<file path="config.mk">
export PLATFORM = sky130hd
export DESIGN_NAME = i2s_rx
export DESIGN_NICKNAME = d
export VERILOG_FILES = /design/src/rtl/i2s_pkg.sv /design/src/rtl/i2s_rx_fifo.sv /design/src/rtl/i2s_rx.sv
export SDC_FILE = /design/constraint.sdc
export NUM_CORES = 1
export LEC_CHECK = 0
export CORE_ASPECT_RATIO = 1.5
export CORE_MARGIN = 10
export CORE_UTILIZATION = 40
export CTS_BUF_LIST = sky130_fd_sc_hd__clkbuf_8
export CTS_CLUSTER_SIZE = 40
export DETAILED_ROUTE_END_ITERATION = 12
export DONT_BUFFER_PORTS = 1
export PLACE_DENSITY = 0.62
export SETUP_SLACK_MARGIN = 0.05
export SLEW_MARGIN = 15
export SYNTH_ARGS = -nofsm -noshare
export SYNTH_HDL_FRONTEND = slang
export SYNTH_SLANG_ARGS = --single-unit
export TNS_END_PERCENT = 100
</file>
<file path="constraint.sdc">
create_clock -name CLK -period 4.7 [get_ports CLK]
set_clock_uncertainty 0.2 [all_clocks]
set_input_delay 0 -clock CLK [delete_from_list [all_inputs] [get_ports CLK]]
set_output_delay 0 -clock CLK [all_outputs]
set_load 0.1 [all_outputs]
</file>
<file path="src/rtl/i2s_pkg.sv">
// Shared types for the I2S capture path: default word width, receiver states and the
// stereo frame that travels from the serial assembler into the frame buffer.
package i2s_pkg;

    localparam int I2S_DATA_W = 24;

    typedef enum logic [1:0] {
        IDLE,
        SHIFT,
        WAIT
    } rx_state_e;

    typedef struct packed {
        logic [I2S_DATA_W-1:0] left;
        logic [I2S_DATA_W-1:0] right;
    } stereo_frame_t;

endpackage

</file>
<file path="src/rtl/i2s_rx_fifo.sv">
// Circular stereo-frame buffer for the I2S receiver; pointers carry one extra wrap bit
// so full and empty are told apart. A push into a full buffer is accepted only when a pop happens in the same cycle.
module i2s_rx_fifo
    import i2s_pkg::*;
#(
    parameter int DEPTH = 4
) (
    input  logic          CLK,
    input  logic          RESET,
    input  logic          push_i,
    input  stereo_frame_t pushData_i,
    input  logic          pop_i,
    output stereo_frame_t popData_o,
    output logic          full_o,
    output logic          empty_o
);
    localparam int PTR_W = $clog2(DEPTH);
    localparam logic [PTR_W:0] PTR_ONE = (PTR_W + 1)'(1);

    stereo_frame_t mem_q [DEPTH];
    logic [PTR_W:0] wrPtr_q;
    logic [PTR_W:0] rdPtr_q;
    logic           doPush;
    logic           doPop;

    assign empty_o   = (wrPtr_q == rdPtr_q);
    assign full_o    = (wrPtr_q[PTR_W] != rdPtr_q[PTR_W]) &&
                       (wrPtr_q[PTR_W-1:0] == rdPtr_q[PTR_W-1:0]);
    assign doPop     = pop_i && !empty_o;
    assign doPush    = push_i && (!full_o || doPop);
    assign popData_o = mem_q[rdPtr_q[PTR_W-1:0]];

    always_ff @(posedge CLK or posedge RESET) begin
        if (RESET) begin
            wrPtr_q <= '0;
            rdPtr_q <= '0;
            for (int i = 0; i < DEPTH; i++) begin
                mem_q[i] <= '0;
            end
        end else begin
            if (doPush) begin
                mem_q[wrPtr_q[PTR_W-1:0]] <= pushData_i;
                wrPtr_q <= wrPtr_q + PTR_ONE;
            end
            if (doPop) begin
                rdPtr_q <= rdPtr_q + PTR_ONE;
            end
        end
    end

endmodule

</file>
<file path="src/rtl/i2s_rx.sv">
// I2S receiver: synchronizes codec SCLK/LRCLK/Din into CLK, assembles left/right words and
// queues stereo frames. Define I2S_RX_FIFO_EN for a FIFO_DEPTH frame buffer, else one holding register.
module i2s_rx
    import i2s_pkg::*;
#(
    parameter int DATA_W     = I2S_DATA_W,
    parameter int FIFO_DEPTH = 4
) (
    input  logic              CLK,
    input  logic              RESET,
    input  logic              SCLK,
    input  logic              LRCLK,
    input  logic              Din,
    input  logic              enable,
    output logic              out_valid,
    input  logic              out_ready,
    output logic [DATA_W-1:0] out_left,
    output logic [DATA_W-1:0] out_right,
    output logic              overflow,
    output logic              frame_err,
    input  logic              status_clr
);
    localparam int CNT_W = $clog2(DATA_W + 1);
    localparam logic [CNT_W-1:0] LAST_BIT = CNT_W'(DATA_W - 1);
    localparam logic [CNT_W-1:0] FULL_CNT = CNT_W'(DATA_W);
    localparam logic [CNT_W-1:0] CNT_ONE  = CNT_W'(1);

    logic [2:0]        sclkSync_q;
    logic [1:0]        lrSync_q;
    logic [1:0]        dinSync_q;
    logic              lrPrev_q;
    rx_state_e         state_q;
    logic              chan_q;
    logic [CNT_W-1:0]  bitCnt_q;
    logic [DATA_W-1:0] shift_q;
    logic [DATA_W-1:0] leftStage_q;
    stereo_frame_t     commitFrame_q;
    logic              commitValid_q;
    logic              frameErr_q;
    logic              overflow_q;

    logic              sclkRise;
    logic              lrNow;
    logic              dinNow;
    logic              lrChange;
    logic              wordEnd;
    logic [DATA_W-1:0] shiftNext;
    logic [DATA_W-1:0] wordDone;
    logic              bufFull;
    logic              bufEmpty;
    logic              pop;
    logic              dropFrame;
    stereo_frame_t     headFrame;

    always_ff @(posedge CLK or posedge RESET) begin
        if (RESET) begin
            sclkSync_q <= '0;
            lrSync_q   <= '0;
            dinSync_q  <= '0;
        end else begin
            sclkSync_q <= {sclkSync_q[1:0], SCLK};
            lrSync_q   <= {lrSync_q[0], LRCLK};
            dinSync_q  <= {dinSync_q[0], Din};
        end
    end

    assign sclkRise = sclkSync_q[1] & ~sclkSync_q[2];
    assign lrNow    = lrSync_q[1];
    assign dinNow   = dinSync_q[1];
    assign lrChange = (lrNow != lrPrev_q);
    assign wordEnd  = enable && sclkRise && (state_q == SHIFT) &&
                      (lrChange || (bitCnt_q == LAST_BIT));

    // A slot cut short by an LRCLK edge keeps its bits MSB-aligned with zero fill below.
    always_comb begin
        shiftNext = {shift_q[DATA_W-2:0], dinNow};
        wordDone  = lrChange ? (shift_q << (FULL_CNT - bitCnt_q)) : shiftNext;
    end

    always_ff @(posedge CLK or posedge RESET) begin
        if (RESET) begin
            lrPrev_q      <= 1'b0;
            state_q       <= IDLE;
            chan_q        <= 1'b0;
            bitCnt_q      <= '0;
            shift_q       <= '0;
            leftStage_q   <= '0;
            commitFrame_q <= '0;
            commitValid_q <= 1'b0;
            frameErr_q    <= 1'b0;
        end else begin
            commitValid_q <= 1'b0;
            if (sclkRise) begin
                lrPrev_q <= lrNow;
            end
            if (status_clr) begin
                frameErr_q <= 1'b0;
            end else if (wordEnd && lrChange) begin
                frameErr_q <= 1'b1;
            end
            if (wordEnd) begin
                if (!chan_q) begin
                    leftStage_q <= wordDone;
                end else begin
                    commitFrame_q <= '{left: leftStage_q, right: wordDone};
                    commitValid_q <= 1'b1;
                end
            end
            if (!enable) begin
                state_q <= IDLE;
            end else if (sclkRise) begin
                case (state_q)
                    IDLE: begin
                        if (lrPrev_q && !lrNow) begin
                            state_q  <= SHIFT;
                            chan_q   <= 1'b0;
                            bitCnt_q <= '0;
                            shift_q  <= '0;
                        end
                    end
                    SHIFT: begin
                        if (lrChange) begin
                            chan_q   <= lrNow;
                            bitCnt_q <= '0;
                            shift_q  <= '0;
                        end else begin
                            shift_q  <= shiftNext;
                            bitCnt_q <= bitCnt_q + CNT_ONE;
                            if (bitCnt_q == LAST_BIT) begin
                                state_q <= WAIT;
                            end
                        end
                    end
                    WAIT: begin
                        if (lrChange) begin
                            state_q  <= SHIFT;
                            chan_q   <= lrNow;
                            bitCnt_q <= '0;
                            shift_q  <= '0;
                        end
                    end
                    default: state_q <= IDLE;
                endcase
            end
        end
    end

    assign pop       = !bufEmpty && out_ready;
    assign dropFrame = commitValid_q && bufFull && !pop;

`ifdef I2S_RX_FIFO_EN
    i2s_rx_fifo #(
        .DEPTH(FIFO_DEPTH)
    ) uFifo (
        .CLK        (CLK),
        .RESET      (RESET),
        .push_i     (commitValid_q),
        .pushData_i (commitFrame_q),
        .pop_i      (pop),
        .popData_o  (headFrame),
        .full_o     (bufFull),
        .empty_o    (bufEmpty)
    );
`else
    stereo_frame_t hold_q;
    logic          holdValid_q;

    always_ff @(posedge CLK or posedge RESET) begin
        if (RESET) begin
            hold_q      <= '0;
            holdValid_q <= 1'b0;
        end else if (commitValid_q && (!holdValid_q || pop)) begin
            hold_q      <= commitFrame_q;
            holdValid_q <= 1'b1;
        end else if (pop) begin
            holdValid_q <= 1'b0;
        end
    end

    assign headFrame = hold_q;
    assign bufFull   = holdValid_q;
    assign bufEmpty  = !holdValid_q;

    // The holding register always stores exactly one frame, so the depth has nothing to size here.
    if (FIFO_DEPTH < 2) begin : gDepthUnused
    end
`endif

    always_ff @(posedge CLK or posedge RESET) begin
        if (RESET) begin
            overflow_q <= 1'b0;
        end else if (status_clr) begin
            overflow_q <= 1'b0;
        end else if (dropFrame) begin
            overflow_q <= 1'b1;
        end
    end

    assign out_valid = !bufEmpty;
    assign out_left  = headFrame.left;
    assign out_right = headFrame.right;
    assign overflow  = overflow_q;
    assign frame_err = frameErr_q;

endmodule

</file>
# ---- Word level (Yosys, flattened, before mapping)
# Index checks and enable logic that the tools add are counted.
dict set report totals {
  ff_bits 164
  in_bits 8
  out_inout_bits 51
  wordCells 88
}
dict set report classes {
  n_addsub 2
  eq_ne 12
  shifts 1
  muxes 27
  bitwise 3
  n_reduce_logical 26
}
# operator count
set op_table {}
lappend op_table {{$mux 24} 4}
lappend op_table {{$pmux 24 s3} 1}
lappend op_table {{$shl 24x5->24} 1}
lappend op_table {{$mux 5} 3}
lappend op_table {{$pmux 5 s3} 1}
lappend op_table {{$reduce_and 5->1} 3}
lappend op_table {{$mux 2} 6}
lappend op_table {{$mux 1} 10}
lappend op_table {{$logic_and 1x1->1} 9}
lappend op_table {{$ne 3x3->1 const B} 3}
lappend op_table {{$reduce_bool 2->1} 4}
lappend op_table {{$pmux 2 s3} 1}
lappend op_table {{$add 5x1->5 const B} 1}
lappend op_table {{$eq 5x5->1 const B} 1}
lappend op_table {{$sub 5x5->5 const A} 1}
lappend op_table {{$ne 2x1->1 const B} 2}
lappend op_table {{$ne 2x2->1 const B} 2}
lappend op_table {{$reduce_and 2->1} 2}
lappend op_table {{$logic_not 1->1} 3}
lappend op_table {{$ne 3x2->1 const B} 1}
lappend op_table {{$reduce_bool 3->1} 1}
lappend op_table {{$eq 2x1->1 const B} 1}
lappend op_table {{$eq 2x2->1 const B} 1}
lappend op_table {{$logic_not 2->1} 1}
lappend op_table {{6 further kinds} 8}

# ---- Longest topological paths before layout
# Gate-level depths: netlist (run 1).
dict set report depth {
  ltp_word 8
  depth_mapped 15
  ltp_nobuf 8
}

# ---- Least setup slack after synthesis (run 1)
# Ideal clock, no wire load.
dict set report synth_timing {
  kind {register to register}
  from {reg bitCnt_q[0]}
  to {reg leftStage_q[23]}
  setup_ps 126
  arrival_ps 2844
  required_ps 4374
  path_slack_ps 1530
  stages_incl_launch_ff 13
  cell_sequence {dfrtp_1 -> buf_2 -> inv_1 -> buf_2 -> buf_2 -> ha_1 -> buf_6 -> buf_12 -> mux2_4 -> mux2_2 -> o311ai_2 -> a21oi_1 -> a221o_1}
}
dict set report synth_between {
  elab_chain_len 4
  elab_cells_between_ends 7
}
# element line_no
set synth_rtl {}
lappend synth_rtl {{from (decl)} i2s_rx.sv:34} ;# logic [CNT_W-1:0] bitCnt_q;
lappend synth_rtl {{from (signal assigned)} i2s_rx.sv:128} ;# bitCnt_q <= bitCnt_q + CNT_ONE;
lappend synth_rtl {{parallel branches: the longest is 4 deep, another holds $sub 5x5->5} n/a}
lappend synth_rtl {{to (signal assigned)} i2s_rx.sv:103} ;# leftStage_q <= wordDone;
lappend synth_rtl {{to (decl)} i2s_rx.sv:36} ;# logic [DATA_W-1:0] leftStage_q;
# Several ways; the timed one is not identified.
# A chain may end at the register's enable or synchronous reset.

# ---- Worst setup path after layout (run 1)
dict set report layout_timing {
  from {reg bitCnt_q[1]}
  to {reg commitFrame_q[10] (netlist bit)}
}
dict set report layout_between {
  elab_chain_len 4
  elab_cells_between_ends 7
}
# element line_no
set layout_rtl {}
lappend layout_rtl {{parallel branches: the longest is 4 deep, another holds $sub 5x5->5} n/a}
lappend layout_rtl {{to (signal assigned)} i2s_rx.sv:105} ;# commitFrame_q <= '{left: leftStage_q, right: wordDone};
lappend layout_rtl {{to (decl)} i2s_rx.sv:37} ;# stereo_frame_t commitFrame_q;
# Several ways; the timed one is not identified.

==> run metrics, run 1 <==
run status finished clean; final critical-path required period just under 3 ns; sequential-to-total area share from yosys stat 0.523; synthesis-to-layout area growth 9.31%; Final Total Pwr 3010 uW; final worst slack about 1.7 ns; number of detailed-route iterations in the first pass 5; first-pass GRT wire length approximately 30000 um; maxcap violations 0; synthesized netlist cell count 762; count of buffers from port buffering 0; floorplan die width about 130 um; antenna cells 0; unique cell type count in the Yosys netlist 64; leakage power figure a little under 0.004 uW; number of fillers in the final layout roughly 1900; path class of the lowest-slack min-delay path in2reg; overall routed net length between 15000 and 20000 um; nature of the critical path startpoint flop; residual overflow from global routing 0; number of flops mapped to enable cells by yosys 0; number of H-tree levels 4; CTS buffer count 17; CTS clk-pin slew, worst paths about 0.09 ns; Std-Cell Rows 62; Synthesized Nets between 700 and 800; startpoint-to-endpoint class of the critical path reg2reg; met1 global-route usage 0.178; post-synth top area share 0.523; DRC violation count after routing 0; core area roughly 19000 sq um; count of endpoints failing setup in the final report 0; number of buffers added for setup after CTS 0; post-synthesis sequential element count 164; TritonCTS clock tree built; max_slew headroom 0.246; initial core utilization 0.408; global routing usage on met3 0.0292; post-synthesis cell type with the largest combined area sky130_fd_sc_hd__dfrtp_1; Max Buffers Root-to-Sink 2; total negative slack for setup checks 0 ns; buffer type at the clock tree root sky130_fd_sc_hd__clkbuf_8; unrepaired setup endpoints after global routing no; count of final max-slew check failures 0; worst hold path stage count 4; number of design-rule violations left by the first detailed-router iteration approximately 370; average wire per cell in the routed design approximately 17 um; CTS Sinks roughly 160; average via count per standard cell 5.31; number of global-route vias before repair about 5700; routability-driven placement congestion ratio approximately 0.87; critical path capture point type flop; Max rail drop VDD between 150 and 200 uV; die area 25700 sq um; gr busiest metal met2; Yosys Warn Count 0; DIE HEIGHT between 150 and 200 um; Pwr Density approximately 350 nW/um^2; number of primary I/O pins slightly below 60; global router's overall resource usage 0.145; fraction of final layout cells sized beyond drive strength 1 0.174; largest net degree at the start of global routing 77; Top FF cell, synth sky130_fd_sc_hd__dfrtp_1; net count reported at finish 774; clock network latency to the later pin of the worst-skew pair approximately 0.46 ns; Max Fanout on Critical Path 11; critical path arrival between 3 and 4 ns; maximum frequency from static timing analysis approximately 340 MHz; Hold Fails Final Rpt 0; fin crit share 0.629; synthesized cell area ~7800 sq um; pre-CTS WS between 1.5 and 2 ns; M2 GR Usage 0.239; syn_area_per_cell between 10 and 15 sq um; cell types with the largest area share after synthesis sky130_fd_sc_hd__dfrtp_1 52%, sky130_fd_sc_hd__mux2_2 10%, sky130_fd_sc_hd__nand2_1 8.0%; CP Data Required Time 4.81 ns; ys async rst share 1.00; DRT antenna net count 0; number of antenna violations at the first check in global routing 0; total via count after detailed routing roughly 5500; Worst Reg2Reg Path Length in Cells 8; measured slew at the worst slew-check pin about 1.1 ns; HPWL reported at the end of detailed placement between 10000 and 15000 um
-- Yosys cell counts, types with 3 or more instances --
master                       n
sky130_fd_sc_hd__o21ai_1     7
sky130_fd_sc_hd__nor2_1     61
sky130_fd_sc_hd__buf_2       8
sky130_fd_sc_hd__a22o_1      7
sky130_fd_sc_hd__nand4_1     3
sky130_fd_sc_hd__ha_1        7
sky130_fd_sc_hd__mux2i_1    24
sky130_fd_sc_hd__buf_6       4
sky130_fd_sc_hd__nand3_1     5
sky130_fd_sc_hd__a21oi_1    21
sky130_fd_sc_hd__nor3_1      7
sky130_fd_sc_hd__inv_1      12
sky130_fd_sc_hd__buf_1       3
sky130_fd_sc_hd__o211ai_1    6
sky130_fd_sc_hd__and2_1      6
sky130_fd_sc_hd__a211oi_1    5
sky130_fd_sc_hd__o31ai_1     4
sky130_fd_sc_hd__mux2_2     70
sky130_fd_sc_hd__a31oi_1    15
sky130_fd_sc_hd__clkbuf_1   30
sky130_fd_sc_hd__a22oi_1    18
sky130_fd_sc_hd__nand2_1   167
sky130_fd_sc_hd__nand2b_1    3
sky130_fd_sc_hd__dfrtp_1   164
sky130_fd_sc_hd__o21ai_0    48
sky130_fd_sc_hd__o21a_1      4
sky130_fd_sc_hd__o32ai_1     4
-- placed cells by master, fill, tap and decap left out, types with 3 or more instances in the layout --
cell type	count
sky130_fd_sc_hd__a211oi_1	5
sky130_fd_sc_hd__a21oi_1	21
sky130_fd_sc_hd__a22o_1	7
sky130_fd_sc_hd__a22oi_1	18
sky130_fd_sc_hd__a31oi_1	15
sky130_fd_sc_hd__and2_1	6
sky130_fd_sc_hd__buf_4	13
sky130_fd_sc_hd__bufinv_16	3
sky130_fd_sc_hd__clkbuf_8	17
sky130_fd_sc_hd__clkinv_4	3
sky130_fd_sc_hd__clkinvlp_4	4
sky130_fd_sc_hd__dfrtp_1	164
sky130_fd_sc_hd__dlygate4sd3_1	13
sky130_fd_sc_hd__ha_1	7
sky130_fd_sc_hd__inv_1	11
sky130_fd_sc_hd__inv_6	4
sky130_fd_sc_hd__mux2_2	70
sky130_fd_sc_hd__mux2i_1	24
sky130_fd_sc_hd__nand2_1	166
sky130_fd_sc_hd__nand2b_1	3
sky130_fd_sc_hd__nand3_1	5
sky130_fd_sc_hd__nand4_1	3
sky130_fd_sc_hd__nor2_1	61
sky130_fd_sc_hd__nor3_1	7
sky130_fd_sc_hd__o211ai_1	6
sky130_fd_sc_hd__o21a_1	4
sky130_fd_sc_hd__o21ai_0	48
sky130_fd_sc_hd__o21ai_1	7
sky130_fd_sc_hd__o31ai_1	4
sky130_fd_sc_hd__o32ai_1	4
-- stage by stage --
stage                util  instance area, sq um  std cells  hold WS, ns
finish              0.446                  8580       1027        0.105
global route        0.446                  8580       1027        0.139
CTS                 0.446                  8580       1027       0.0812
detailed placement  0.416                  8010        982       -0.169
global placement    0.416                  8010        982       -0.176
floorplan               -                  7850        762       -0.169
-- kinds of logic after synthesis --
kind of cell	count (synthesis)	share of synthesized area
compound gates	161	0.135
xor+xnor	4	0.00638
fa+ha+maj	7	0.0112
buf+inv	61	0.0394
flops	164	0.523
mux	99	0.144
simple gates	266	0.141
-- report_power, final --
group / internal (uW) / total [uW] / switching (uW)
logic: 170 / 455 / 285
registers: 1460 / 1490 / 31.8
clock network: 528 / 1060 / 533
total: 2160 / 3010 / 849
-- routing by layer --
layer,wire length (um),vias up,part of all wire
li1,-,2656,-
met1,7620,2661,0.43
met2,9020,110,0.51
met3,685,27,0.039
met4,436,0,0.025
met5,0,-,0
-- state kept, by name, summed over array words and instances, names as in the netlist --
name / count
state_q: 2
chan_q: 1
commitValid_q: 1
leftStage_q: 24
frame_err: 1
commitFrame_q: 48
out_left: 24
out_valid: 1
bitCnt_q: 5
sclkSync_q: 3
lrPrev_q: 1
shift_q: 24
lrSync_q: 2
out_right: 24
overflow: 1
dinSync_q: 2
-- timing repair --
item	4_1_cts	5_1_grt
resized for setup	0	0
hold buffers	14	0
hold endpoints to repair	144	0
-- critical path: stages, from the launching register on --
cell and delay (ns):
sky130_fd_sc_hd__dfrtp_1 0.45, sky130_fd_sc_hd__inv_1 0.06, sky130_fd_sc_hd__ha_1 0.22, sky130_fd_sc_hd__nor2b_1 0.19
sky130_fd_sc_hd__o21a_1 0.27, sky130_fd_sc_hd__o21ai_2 0.47, sky130_fd_sc_hd__nor2_1 0.29, sky130_fd_sc_hd__a221oi_1 0.52
sky130_fd_sc_hd__o21ai_0 0.14
-- path summary, 6_finish.rpt --
path	from	endpoint	slack [ns]
min	out_ready	out_valid$_DFFE_PP0P_	0.10
max reg2reg	bitCnt_q[1]$_DFFE_PP0P_	commitFrame_q[10]$_DFFE_PP0P_	1.74
max in group asynchronous	RESET	commitFrame_q[3]$_DFFE_PP0P_	3.26
min reg2reg	dinSync_q[0]$_DFF_PP0_	dinSync_q[1]$_DFF_PP0_	0.16
max	bitCnt_q[1]$_DFFE_PP0P_	commitFrame_q[10]$_DFFE_PP0P_	1.74
min in group asynchronous	RESET	out_right[18]$_DFFE_PP0P_	0.52
-- area by class of cell --
| type | instances | area, sq um | area share |
|---|---|---|---|
| Sequential cell | 164 | 4100 | 0.479 |
| Clock buffer | 17 | 234 | 0.0273 |
| Inverter | 12 | 50.0 | 0.00584 |
| Clock inverter | 14 | 178 | 0.0207 |
| Timing Repair Buffer | 27 | 255 | 0.0298 |
| Multi-Input combinational cell | 537 | 3430 | 0.400 |
| Tap cell | 256 | 320 | 0.0374 |
Note: power is estimated with default switching activity, not from simulation.
==> run 2: changes to the inputs <==
==> constraint.sdc (replaced) <==
create_clock -name CLK -period 2.5 [get_ports CLK]
set_clock_uncertainty 0.2 [all_clocks]
set_input_delay 0 -clock CLK [delete_from_list [all_inputs] [get_ports CLK]]
set_output_delay 0 -clock CLK [all_outputs]
set_load 0.1 [all_outputs]
==> run 2 against run 1 <==
Net effect:
- the run now ends with negative setup slack left
- maximum frequency grew 15%
- sequential power rose by 89%
- cell area up 14%
- total power rose by 98%
- combinational power grew to 2.7 times the previous value
- first-iteration DRC count is 0.80% lower
- critical endpoint is now leftStage_q[23]$_DFFE_PP0P_
- highest routed layer unchanged
==> run metrics, run 2 (synthesis gave the netlist of run 1 again) <==
largest net degree at the start of global routing 49 (-36%); maximum frequency from static timing analysis 391 MHz (+15%); number of fillers in the final layout 1791 (-3.7%); die area 25700 sq um (unchanged); M2 GR Usage 0.265 (+0.0259); count of buffers from port buffering 0 (unchanged); global routing usage on met3 0.0302 (+0.00105); TritonCTS clock tree built; switching component of the power 1800 uW (+110%); unrepaired setup endpoints after global routing yes; CTS clk-pin slew, worst paths 0.10 ns (about the same); violated checks negative setup slack; number of H-tree levels 4 (unchanged); fin crit share 1.02 (+0.395); Std-Cell Rows 62 (unchanged); worst flop-to-flop path startpoint bitCnt_q[0]$_DFFE_PP0P_; CTS Sinks 164 (unchanged); measured slew at the worst slew-check pin 0.917 ns (-0.210 ns); highest-count cells in the layout ignoring fill and taps 165 x sky130_fd_sc_hd__nand2_1, 163 x sky130_fd_sc_hd__dfrtp_1, 91 x sky130_fd_sc_hd__buf_4, 60 x sky130_fd_sc_hd__mux2_2, 58 x sky130_fd_sc_hd__nor2_1; initial core utilization 0.408 (unchanged); critical path arrival 2.72 ns (-0.35 ns); core area 19200 sq um (unchanged); residual overflow from global routing 0 (unchanged); buffer type at the clock tree root sky130_fd_sc_hd__clkbuf_8; final worst slack -0.0607 ns (-1.80 ns); global router's overall resource usage 0.151 (+0.00636); average via count per standard cell 5.28 (-0.64%); nature of the critical path startpoint flop; start point of the worst hold path out_ready; DIE HEIGHT 192 um (unchanged); run status finished, violations left; gr busiest metal met2; final critical-path required period 2.56 ns (-0.396 ns); Switching Share 0.303 (+0.0206); Pint 4140 uW (+92%); CTS buffer count 17 (unchanged); CP Data Required Time 2.66 ns (-2.15 ns); combinational share of power 0.210 (+0.059); most common cell after layout, fill and taps aside sky130_fd_sc_hd__nand2_1; maxcap violations 0 (unchanged); Hold Fails Final Rpt 0 (unchanged); max_slew headroom 0.389 (+0.143); HPWL reported at the end of detailed placement 13600 um (+10%); Max rail drop VDD 291 uV (+76%); Pwr Density 606 nW/um^2 (+73%); Largest Register commitFrame_q; DRC violation count after routing 0 (unchanged); floorplan die width 134 um (unchanged); first-pass GRT wire length 31400 um (+4.2%); Max Buffers Root-to-Sink 2 (unchanged); share of power burned in registers 0.473 (-0.023); fraction of final layout cells sized beyond drive strength 1 0.313 (+0.140); number of antenna violations at the first check in global routing 0 (unchanged); Crit. Startpoint bitCnt_q[0]$_DFFE_PP0P_; antenna cells 0 (unchanged); overall routed net length 19100 um (+7.5%); Largest register FFs 48 (unchanged); critical path capture point type flop; count of final max-slew check failures 0 (unchanged); number of design-rule violations left by the first detailed-router iteration 371 (-0.80%); clock network latency to the later pin of the worst-skew pair 0.47 ns (about the same); routability-driven placement congestion ratio 0.868 (-0.30%); part of the power in the clock network 0.317 (-0.036); average wire per cell in the routed design 17.0 um (-1.7%); met1 global-route usage 0.177 (-0.000645); number of detailed-route iterations in the first pass 6 (+1); startpoint-to-endpoint class of the critical path reg2reg; DRT antenna net count 0 (unchanged); Max Fanout on Critical Path 7 (-4); total via count after detailed routing 5931 (+8.7%); path class of the lowest-slack min-delay path in2reg; count of endpoints failing setup in the final report 6 (+6); Hold Slack 0.0841 ns (-0.0206 ns); net count reported at finish 870 (+12%); number of global-route vias before repair 5956 (+5.3%); total negative slack for setup checks -0.156 ns (-0.156 ns); leakage power figure 0.00449 uW (+15%); synthesis-to-layout area growth 25.0%; number of primary I/O pins 59 (unchanged)
## run 2: per-stage QoR
step           area (sq um)  instances  total power (uW)  worst slack, ns  utilization
2_1_floorplan          7950        762              3680           -0.325            -
6_report               9810       1124              5950          -0.0607        0.510
3_3_place_gp           8840       1067              3830          -0.0859        0.459
4_1_cts                9530       1119              5860          -0.0529        0.496
3_5_place_dp           8840       1067              3840           -0.141        0.459
5_1_grt                9810       1124              6220           -0.132        0.510
## run 2: worst paths after layout
path,end,slack [ns],cells after the start
max,leftStage_q[23]$_DFFE_PP0P_,-0.06,8
min,out_valid$_DFFE_PP0P_,0.08,4
max reg2reg,leftStage_q[23]$_DFFE_PP0P_,-0.06,8
min reg2reg,sclkSync_q[1]$_DFF_PP0_,0.16,0
max in group asynchronous,out_left[20]$_DFFE_PP0P_,0.28,4
min in group asynchronous,commitFrame_q[9]$_DFFE_PP0P_,0.54,4
## run 2: final cells by class
class                      instances  area [sq um]  area share
inverter                          12          53.8     0.00549
tap                              256           320      0.0327
multi-input combinational        537          3810       0.388
clock buffer                      18           248      0.0253
sequential                       164          4110       0.419
clock inverter                    14           144      0.0147
timing repair buffer             123          1130       0.115
## run 2: layer usage
metal,vias up,part of all wire
li1,2854,-
met1,2906,0.42
met2,142,0.52
met3,29,0.038
met4,0,0.022
met5,-,0
## run 2: timing repair
action | CTS | global route
gates cloned | 0 | 1
endpoints found under the hold margin | 242 | 0
endpoints found under the setup margin | 29 | 44
pin swaps | 16 | 21
hold buffers | 15 | 0
resized for setup | 25 | 43
buffers inserted | 6 | 4
## run 2: power groups by stage
stage | combinational, uW | sequential [uW] | clock, uW
after global placement | 967 | 2860 | 0
after floorplan | 839 | 2840 | 0
after global routing | 1340 | 2820 | 2060
after CTS | 1100 | 2810 | 1950
after detailed placement | 975 | 2870 | 0
final | 1250 | 2810 | 1880
## run 2: worst max-delay path, cell delays in order, from the launching register on
cell	delay [ns]
sky130_fd_sc_hd__dfrtp_1	0.42
sky130_fd_sc_hd__inv_6	0.04
sky130_fd_sc_hd__ha_4	0.33
sky130_fd_sc_hd__buf_8	0.15
sky130_fd_sc_hd__mux2_4	0.31
sky130_fd_sc_hd__mux2_4	0.31
sky130_fd_sc_hd__o311ai_4	0.25
sky130_fd_sc_hd__a21oi_2	0.12
sky130_fd_sc_hd__a221o_1	0.33
